<file path="src/rtl/recon_dma_desc_arbiter_pkg.sv">
// Shared definitions for the recon DMA descriptor arbiter: DMA completion error codes
// and the round-robin pointer advance helper.
package recon_dma_desc_arbiter_pkg;

  localparam int ERR_W = 4;

  typedef enum logic [ERR_W-1:0] {
    DMA_ERR_NONE    = 4'h0,
    DMA_ERR_TIMEOUT = 4'h1,
    DMA_ERR_PARITY  = 4'h2,
    DMA_ERR_DECODE  = 4'h3,
    DMA_ERR_SLVERR  = 4'h4
  } dma_err_e;

  // Next round-robin start position after granting idx, wrapping at n.
  function automatic int rr_next(input int idx, input int n);
    return (idx + 1 >= n) ? 0 : idx + 1;
  endfunction

endpackage

</file>
<file path="src/rtl/recon_rr_arb.sv">
// Round-robin grant: picks the first requesting index at or after ptr, wrapping modulo N.
module recon_rr_arb #(
  parameter int N     = 2,
  parameter int SEL_W = 1
) (
  input  logic [N-1:0]     req,
  input  logic [SEL_W-1:0] ptr,
  output logic [SEL_W-1:0] grant,
  output logic             grant_valid
);

  always_comb begin
    int idx;
    grant_valid = 1'b0;
    grant       = '0;
    idx         = 0;
    for (int k = 0; k < N; k++) begin
      idx = int'(ptr) + k;
      if (idx >= N) idx = idx - N;
      if (!grant_valid && req[idx]) begin
        grant_valid = 1'b1;
        grant       = SEL_W'(idx);
      end
    end
  end

endmodule

</file>
<file path="src/rtl/recon_dma_desc_arbiter.sv">
// Shares one DMA read-descriptor port among REQ_COUNT requesters, tags each descriptor with
// its requester index, routes completions back by tag and throttles requesters per outstanding count.
module recon_dma_desc_arbiter
  import recon_dma_desc_arbiter_pkg::*;
#(
  parameter int REQ_COUNT       = 2,
  parameter int ADDR_WIDTH      = 34,
  parameter int LEN_WIDTH       = 20,
  parameter int S_TAG_WIDTH     = 6,
  parameter int MAX_OUTSTANDING = 8,
  localparam int SEL_WIDTH      = $clog2(REQ_COUNT),
  localparam int M_TAG_WIDTH    = S_TAG_WIDTH + SEL_WIDTH
) (
  input  logic                             clk,
  input  logic                             rst,
  input  logic [REQ_COUNT*ADDR_WIDTH-1:0]  s_desc_addr,
  input  logic [REQ_COUNT*LEN_WIDTH-1:0]   s_desc_len,
  input  logic [REQ_COUNT*S_TAG_WIDTH-1:0] s_desc_tag,
  input  logic [REQ_COUNT-1:0]             s_desc_valid,
  output logic [REQ_COUNT-1:0]             s_desc_ready,
  output logic [ADDR_WIDTH-1:0]            m_desc_addr,
  output logic [LEN_WIDTH-1:0]             m_desc_len,
  output logic [M_TAG_WIDTH-1:0]           m_desc_tag,
  output logic                             m_desc_valid,
  input  logic                             m_desc_ready,
  input  logic [M_TAG_WIDTH-1:0]           s_status_tag,
  input  logic [ERR_W-1:0]                 s_status_error,
  input  logic                             s_status_valid,
  output logic [REQ_COUNT*S_TAG_WIDTH-1:0] m_status_tag,
  output logic [REQ_COUNT*ERR_W-1:0]       m_status_error,
  output logic [REQ_COUNT-1:0]             m_status_valid,
  output logic [REQ_COUNT-1:0]             busy,
  output logic                             stat_err
);

  localparam int CNT_W = $clog2(MAX_OUTSTANDING + 1);
  localparam logic [CNT_W-1:0] CNT_MAX = CNT_W'(MAX_OUTSTANDING);

  logic [CNT_W-1:0]       cnt [REQ_COUNT];
  logic [SEL_WIDTH-1:0]   rr_ptr;
  logic [SEL_WIDTH-1:0]   grant;
  logic                   grant_valid;
  logic                   load;
  logic                   accept;
  logic [REQ_COUNT-1:0]   eligible;
  logic [REQ_COUNT-1:0]   dec;
  logic [REQ_COUNT-1:0]   cnt_zero;
  logic [ADDR_WIDTH-1:0]  sel_addr;
  logic [LEN_WIDTH-1:0]   sel_len;
  logic [S_TAG_WIDTH-1:0] sel_tag;
  logic [SEL_WIDTH-1:0]   st_sel;
  logic [S_TAG_WIDTH-1:0] st_low;
  logic                   st_bad;

  // Handshakes: a transfer happens on a rising edge where valid && ready. Requesters hold their
  // descriptor until ready; m_desc_* holds while m_desc_valid && !m_desc_ready; status has no ready.
  assign load   = !m_desc_valid || m_desc_ready;
  assign accept = load && grant_valid;

  always_comb begin
    eligible = '0;
    cnt_zero = '0;
    for (int i = 0; i < REQ_COUNT; i++) begin
      eligible[i] = s_desc_valid[i] && (cnt[i] < CNT_MAX);
      cnt_zero[i] = (cnt[i] == '0);
    end
  end

  recon_rr_arb #(
    .N     (REQ_COUNT),
    .SEL_W (SEL_WIDTH)
  ) u_rr_arb (
    .req         (eligible),
    .ptr         (rr_ptr),
    .grant       (grant),
    .grant_valid (grant_valid)
  );

  always_comb begin
    s_desc_ready = '0;
    sel_addr     = '0;
    sel_len      = '0;
    sel_tag      = '0;
    for (int i = 0; i < REQ_COUNT; i++) begin
      if (grant == SEL_WIDTH'(i)) begin
        sel_addr        = s_desc_addr[i*ADDR_WIDTH +: ADDR_WIDTH];
        sel_len         = s_desc_len[i*LEN_WIDTH +: LEN_WIDTH];
        sel_tag         = s_desc_tag[i*S_TAG_WIDTH +: S_TAG_WIDTH];
        s_desc_ready[i] = accept;
      end
    end
  end

  // Completion decode; an out-of-range index never touches a counter.
  assign st_sel = s_status_tag[M_TAG_WIDTH-1 -: SEL_WIDTH];
  assign st_low = s_status_tag[S_TAG_WIDTH-1:0];
  assign st_bad = 32'(st_sel) >= REQ_COUNT;

  always_comb begin
    dec = '0;
    for (int i = 0; i < REQ_COUNT; i++) begin
      dec[i] = s_status_valid && !st_bad && (st_sel == SEL_WIDTH'(i));
    end
  end

  always_ff @(posedge clk) begin
    if (rst) begin
      m_desc_valid <= 1'b0;
      rr_ptr       <= '0;
    end else begin
      if (load) m_desc_valid <= grant_valid;
      if (accept) rr_ptr <= SEL_WIDTH'(rr_next(int'(grant), REQ_COUNT));
    end
  end

  always_ff @(posedge clk) begin
    if (accept) begin
      m_desc_addr <= sel_addr;
      m_desc_len  <= sel_len;
      m_desc_tag  <= {grant, sel_tag};
    end
  end

  // Simultaneous issue and completion on one requester cancel out.
  always_ff @(posedge clk) begin
    for (int i = 0; i < REQ_COUNT; i++) begin
      if (rst) begin
        cnt[i] <= '0;
      end else if (s_desc_ready[i] && !dec[i]) begin
        cnt[i] <= cnt[i] + 1'b1;
      end else if (dec[i] && !s_desc_ready[i] && !cnt_zero[i]) begin
        cnt[i] <= cnt[i] - 1'b1;
      end
    end
  end

  always_ff @(posedge clk) begin
    if (rst) begin
      m_status_valid <= '0;
      stat_err       <= 1'b0;
    end else begin
      m_status_valid <= dec;
      stat_err       <= stat_err || (s_status_valid && st_bad) || |(dec & cnt_zero);
    end
  end

  always_ff @(posedge clk) begin
    for (int i = 0; i < REQ_COUNT; i++) begin
      if (dec[i]) begin
        m_status_tag[i*S_TAG_WIDTH +: S_TAG_WIDTH] <= st_low;
        m_status_error[i*ERR_W +: ERR_W]           <= s_status_error;
      end
    end
  end

  always_comb begin
    busy = '0;
    for (int i = 0; i < REQ_COUNT; i++) busy[i] = !cnt_zero[i];
  end

endmodule

</file>
<file path="config.mk">
export PLATFORM = sky130hd
export DESIGN_NAME = recon_dma_desc_arbiter
export DESIGN_NICKNAME = d
export VERILOG_FILES = /design/src/rtl/recon_dma_desc_arbiter_pkg.sv /design/src/rtl/recon_rr_arb.sv /design/src/rtl/recon_dma_desc_arbiter.sv
export SDC_FILE = /design/constraint.sdc
export NUM_CORES = 1
export LEC_CHECK = 0
export ABC_AREA = 1
export CAP_MARGIN = 20
export CORE_ASPECT_RATIO = 1.5
export CORE_MARGIN = 3
export CORE_UTILIZATION = 40
export CTS_CLUSTER_DIAMETER = 120
export DETAILED_ROUTE_END_ITERATION = 16
export PLACE_DENSITY = 0.88
export RECOVER_POWER = 50
export SLEW_MARGIN = 0
export SYNTH_ARGS = -nofsm -noshare
export SYNTH_HDL_FRONTEND = slang
export SYNTH_SLANG_ARGS = --single-unit
</file>
<file path="constraint.sdc">
create_clock -name clk -period 4.8 [get_ports clk]
set_clock_uncertainty 0.1 [all_clocks]
set_input_delay 0.48 -clock clk [delete_from_list [all_inputs] [get_ports clk]]
set_output_delay 0.48 -clock clk [all_outputs]
set_load 0.02 [all_outputs]
</file>
==> metrics.txt <==
status=completed; Detail Route Antenna Nets=0; vias in the first global route=3522; adder-cell area share of the yosys netlist=0.0173; WL final=approximately 12000 um; Mapped Nets=524; Max stage delay on crit path=0.64 ns; Max stage delay cell, worst path=clkdlybuf4s50_1; Cell Count, Final, Fillers Out=727; Yosys cell types=24; Top FF cell, synth=edfxtp_1; Setup crit start kind=input pin; die area=11400 um2; post-placement cell count=710; crit end category=output pin; Clock transition at path regs=0.06 ns; TNS Setup=0 ns; Reg area=2770 um2; Slew headroom=0.243; postcts setup bufs=0; Final #Nets=~750; worst path cell trace=dlygate4sd3_1 -> nand3_1 -> nand2_4 -> inv_4 -> nor2_4 -> clkdlybuf4s50_1; CTS resizes=0; CP Max Fanout=64; core area=9800 um2; number of H-tree levels=3; DR DRC count=0; Synth Warn #=0; initial antenna violation count=1; xor/xnor share of the synthesized area=0.00863; synthesized area per cell=between 10 and 15 um2; port bufs=around 230; Slew Limit Fails=0; first-pass GRT wire length=17500 um; Cells after Synth=382; Synth Area in Simple Gates=0.239; vias=3514; achievable clock frequency=0.274 GHz; Routed WL per cell=16.5 um; Arr. time, crit path=3.07 ns; share of cells above drive strength 1=0.0442; setup violators final=0; clk buf depth=2; RSZ-0062 raised after global routing=false; hpwl dp=9220 um; initial drt markers=roughly 190; Starting Density=0.414; Root Buffer=clkbuf_16; Post-synth EDFFs=89; hold buffers post-CTS=0; Worst Tran Pin Value=1.13 ns; number of buffers created by CTS=9; Via density=4.83; Die W=88.2 um; Tcrit/Tclk final=0.761; Max Cap Viol=0; Fill cells=between 700 and 800; DRT Pass-1 Iters=5; GP Congestion=0.850; Seq/Total Area, Yosys=0.683; Global Route Usage Sum=0.205; Post-synth ARST share=0; grt ovf=0; CTS tree=built; Worst Path Required=4.22 ns; Tmin final=3.65 ns; # IOs=226; clock sinks=94; Post-Syn Area=roughly 4100 um2; die height=approximately 130 um; Row Count=44; LEAKAGE=~2.9 nW; multi-input logic area=roughly 1100 um2; worst hold path class=reg -> reg; compound-gate portion of the synthesized area=0.0139; largest net degree at the start of global routing=65; kind of critical path=in -> out; worst-skew pair later-pin latency=0.33 ns; endpoints failing hold=0; multiplexer share of the synthesized area=0; FF+latch count, synth=94; peak supply drop=roughly 0.32 mV; largest family of logic cells by synthesized area=simple AND/OR/NAND/NOR gates; Pwr Density=399 nW/um2; area delta synth->final=65.9%
## layout by cell type (no fill, tap or decap), types with 2 or more instances in the layout
cell type | synthesis | final
nand2_1 | 205 | 206
clkdlybuf4s50_1 | 0 | 135
dlygate4sd3_1 | 0 | 90
edfxtp_1 | 89 | 89
inv_1 | 18 | 18
nand3_1 | 13 | 13
clkbuf_16 | 0 | 9
nor2_1 | 6 | 6
nand4_1 | 5 | 5
dfxtp_1 | 5 | 5
xor2_1 | 4 | 4
a21oi_1 | 4 | 4
ha_1 | 4 | 4
bufinv_16 | 0 | 3
inv_2 | 2 | 2
nand2_2 | 2 | 2
nor2_4 | 2 | 2
clkinv_4 | 0 | 2
clkinvlp_4 | 0 | 2
## through the flow
| step | hold WS (ns) | util | setup slack [ns] | power, W | cell area [um2] |
|---|---|---|---|---|---|
| 4_1_cts | 0.377 | 0.688 | 1.24 | 0.00276 | 6740 |
| 2_1_floorplan | 0.338 | - | 1.86 | 0.00153 | 4060 |
| 3_5_place_dp | 0.366 | 0.652 | 1.25 | 0.00194 | 6390 |
| 6_report | 0.383 | 0.687 | 1.15 | 0.00269 | 6730 |
| 5_1_grt | 0.405 | 0.687 | 1.00 | 0.00281 | 6730 |
| 3_3_place_gp | 0.361 | 0.652 | 1.31 | 0.00191 | 6390 |
## per-layer routing
layer | wire [um] | GRT usage | part of all wire
met2 | 6540 | 0.362 | 0.54
met5 | 0 | 0 | 0
met4 | 503 | 0.107 | 0.042
met1 | 4280 | 0.222 | 0.36
met3 | 691 | 0.0522 | 0.058
## final cells by class
cell class,count,area share
Sequential cell,94,0.412
Clock buffer,9,0.0335
Clock inverter,7,0.0182
Multi-Input combinational cell,254,0.167
Antenna cell,1,0.000372
Timing Repair Buffer,226,0.336
Inverter,21,0.0121
Tap cell,115,0.0214
## sequential cells by signal, indices dropped and copies added (netlist names)
| register | count |
|---|---|
| m_desc_valid | 1 |
| stat_err | 1 |
| m_desc_len | 20 |
| rr_ptr | 1 |
| m_status_valid | 2 |
| m_desc_addr | 34 |
| m_desc_tag | 7 |
| m_status_error | 8 |
| cnt | 8 |
| m_status_tag | 12 |
## logic make-up (layout without fill, tap and decap cells)
family	count (synthesis)	after routing
AOI/OAI and AO/OA	8	8
xor gates and xnor gates	4	4
adders and majority gates	5	5
buffers and inverters	34	263
DFF	94	94
other	0	1
and+or+nand+nor	237	237
## cell usage after synthesis (all sizes together) (2+ instances only)
cell / instances / area share
xor2: 4 / 0.0086
edfxtp: 89 / 0.66
dfxtp: 5 / 0.025
buf: 13 / 0.018
nand3: 13 / 0.016
a21oi: 4 / 0.0049
nand4: 5 / 0.0077
ha: 4 / 0.012
nor2: 8 / 0.011
nand2: 209 / 0.20
inv: 21 / 0.020
o21ai: 2 / 0.0052
## critical path: cells and delay by family
kind	cells	cell delay [ns]
buffers and inverters	3	1.60
and+or+nand+nor	3	0.94
## path summary, 6_finish.rpt
| check | start | end | slack (ns) | depth (start not counted) |
|---|---|---|---|---|
| setup / recovery | s_desc_valid[0] | s_desc_ready[0] | 1.15 | 6 |
| hold / removal | rr_ptr | rr_ptr | 0.38 | 2 |
| setup reg to reg | cnt[0][3] | m_desc_len[3] | 1.94 | 6 |
| hold reg to reg | rr_ptr | rr_ptr | 0.38 | 2 |
## report_power, final
group	total (W)	internal (W)	switching, W
clock	0.000810	0.000510	0.000299
combinational	0.000764	0.000323	0.000440
sequential	0.00112	0.00107	0.0000412
total	0.00269	0.00191	0.000781
Note: power is estimated with default switching activity, not from simulation.
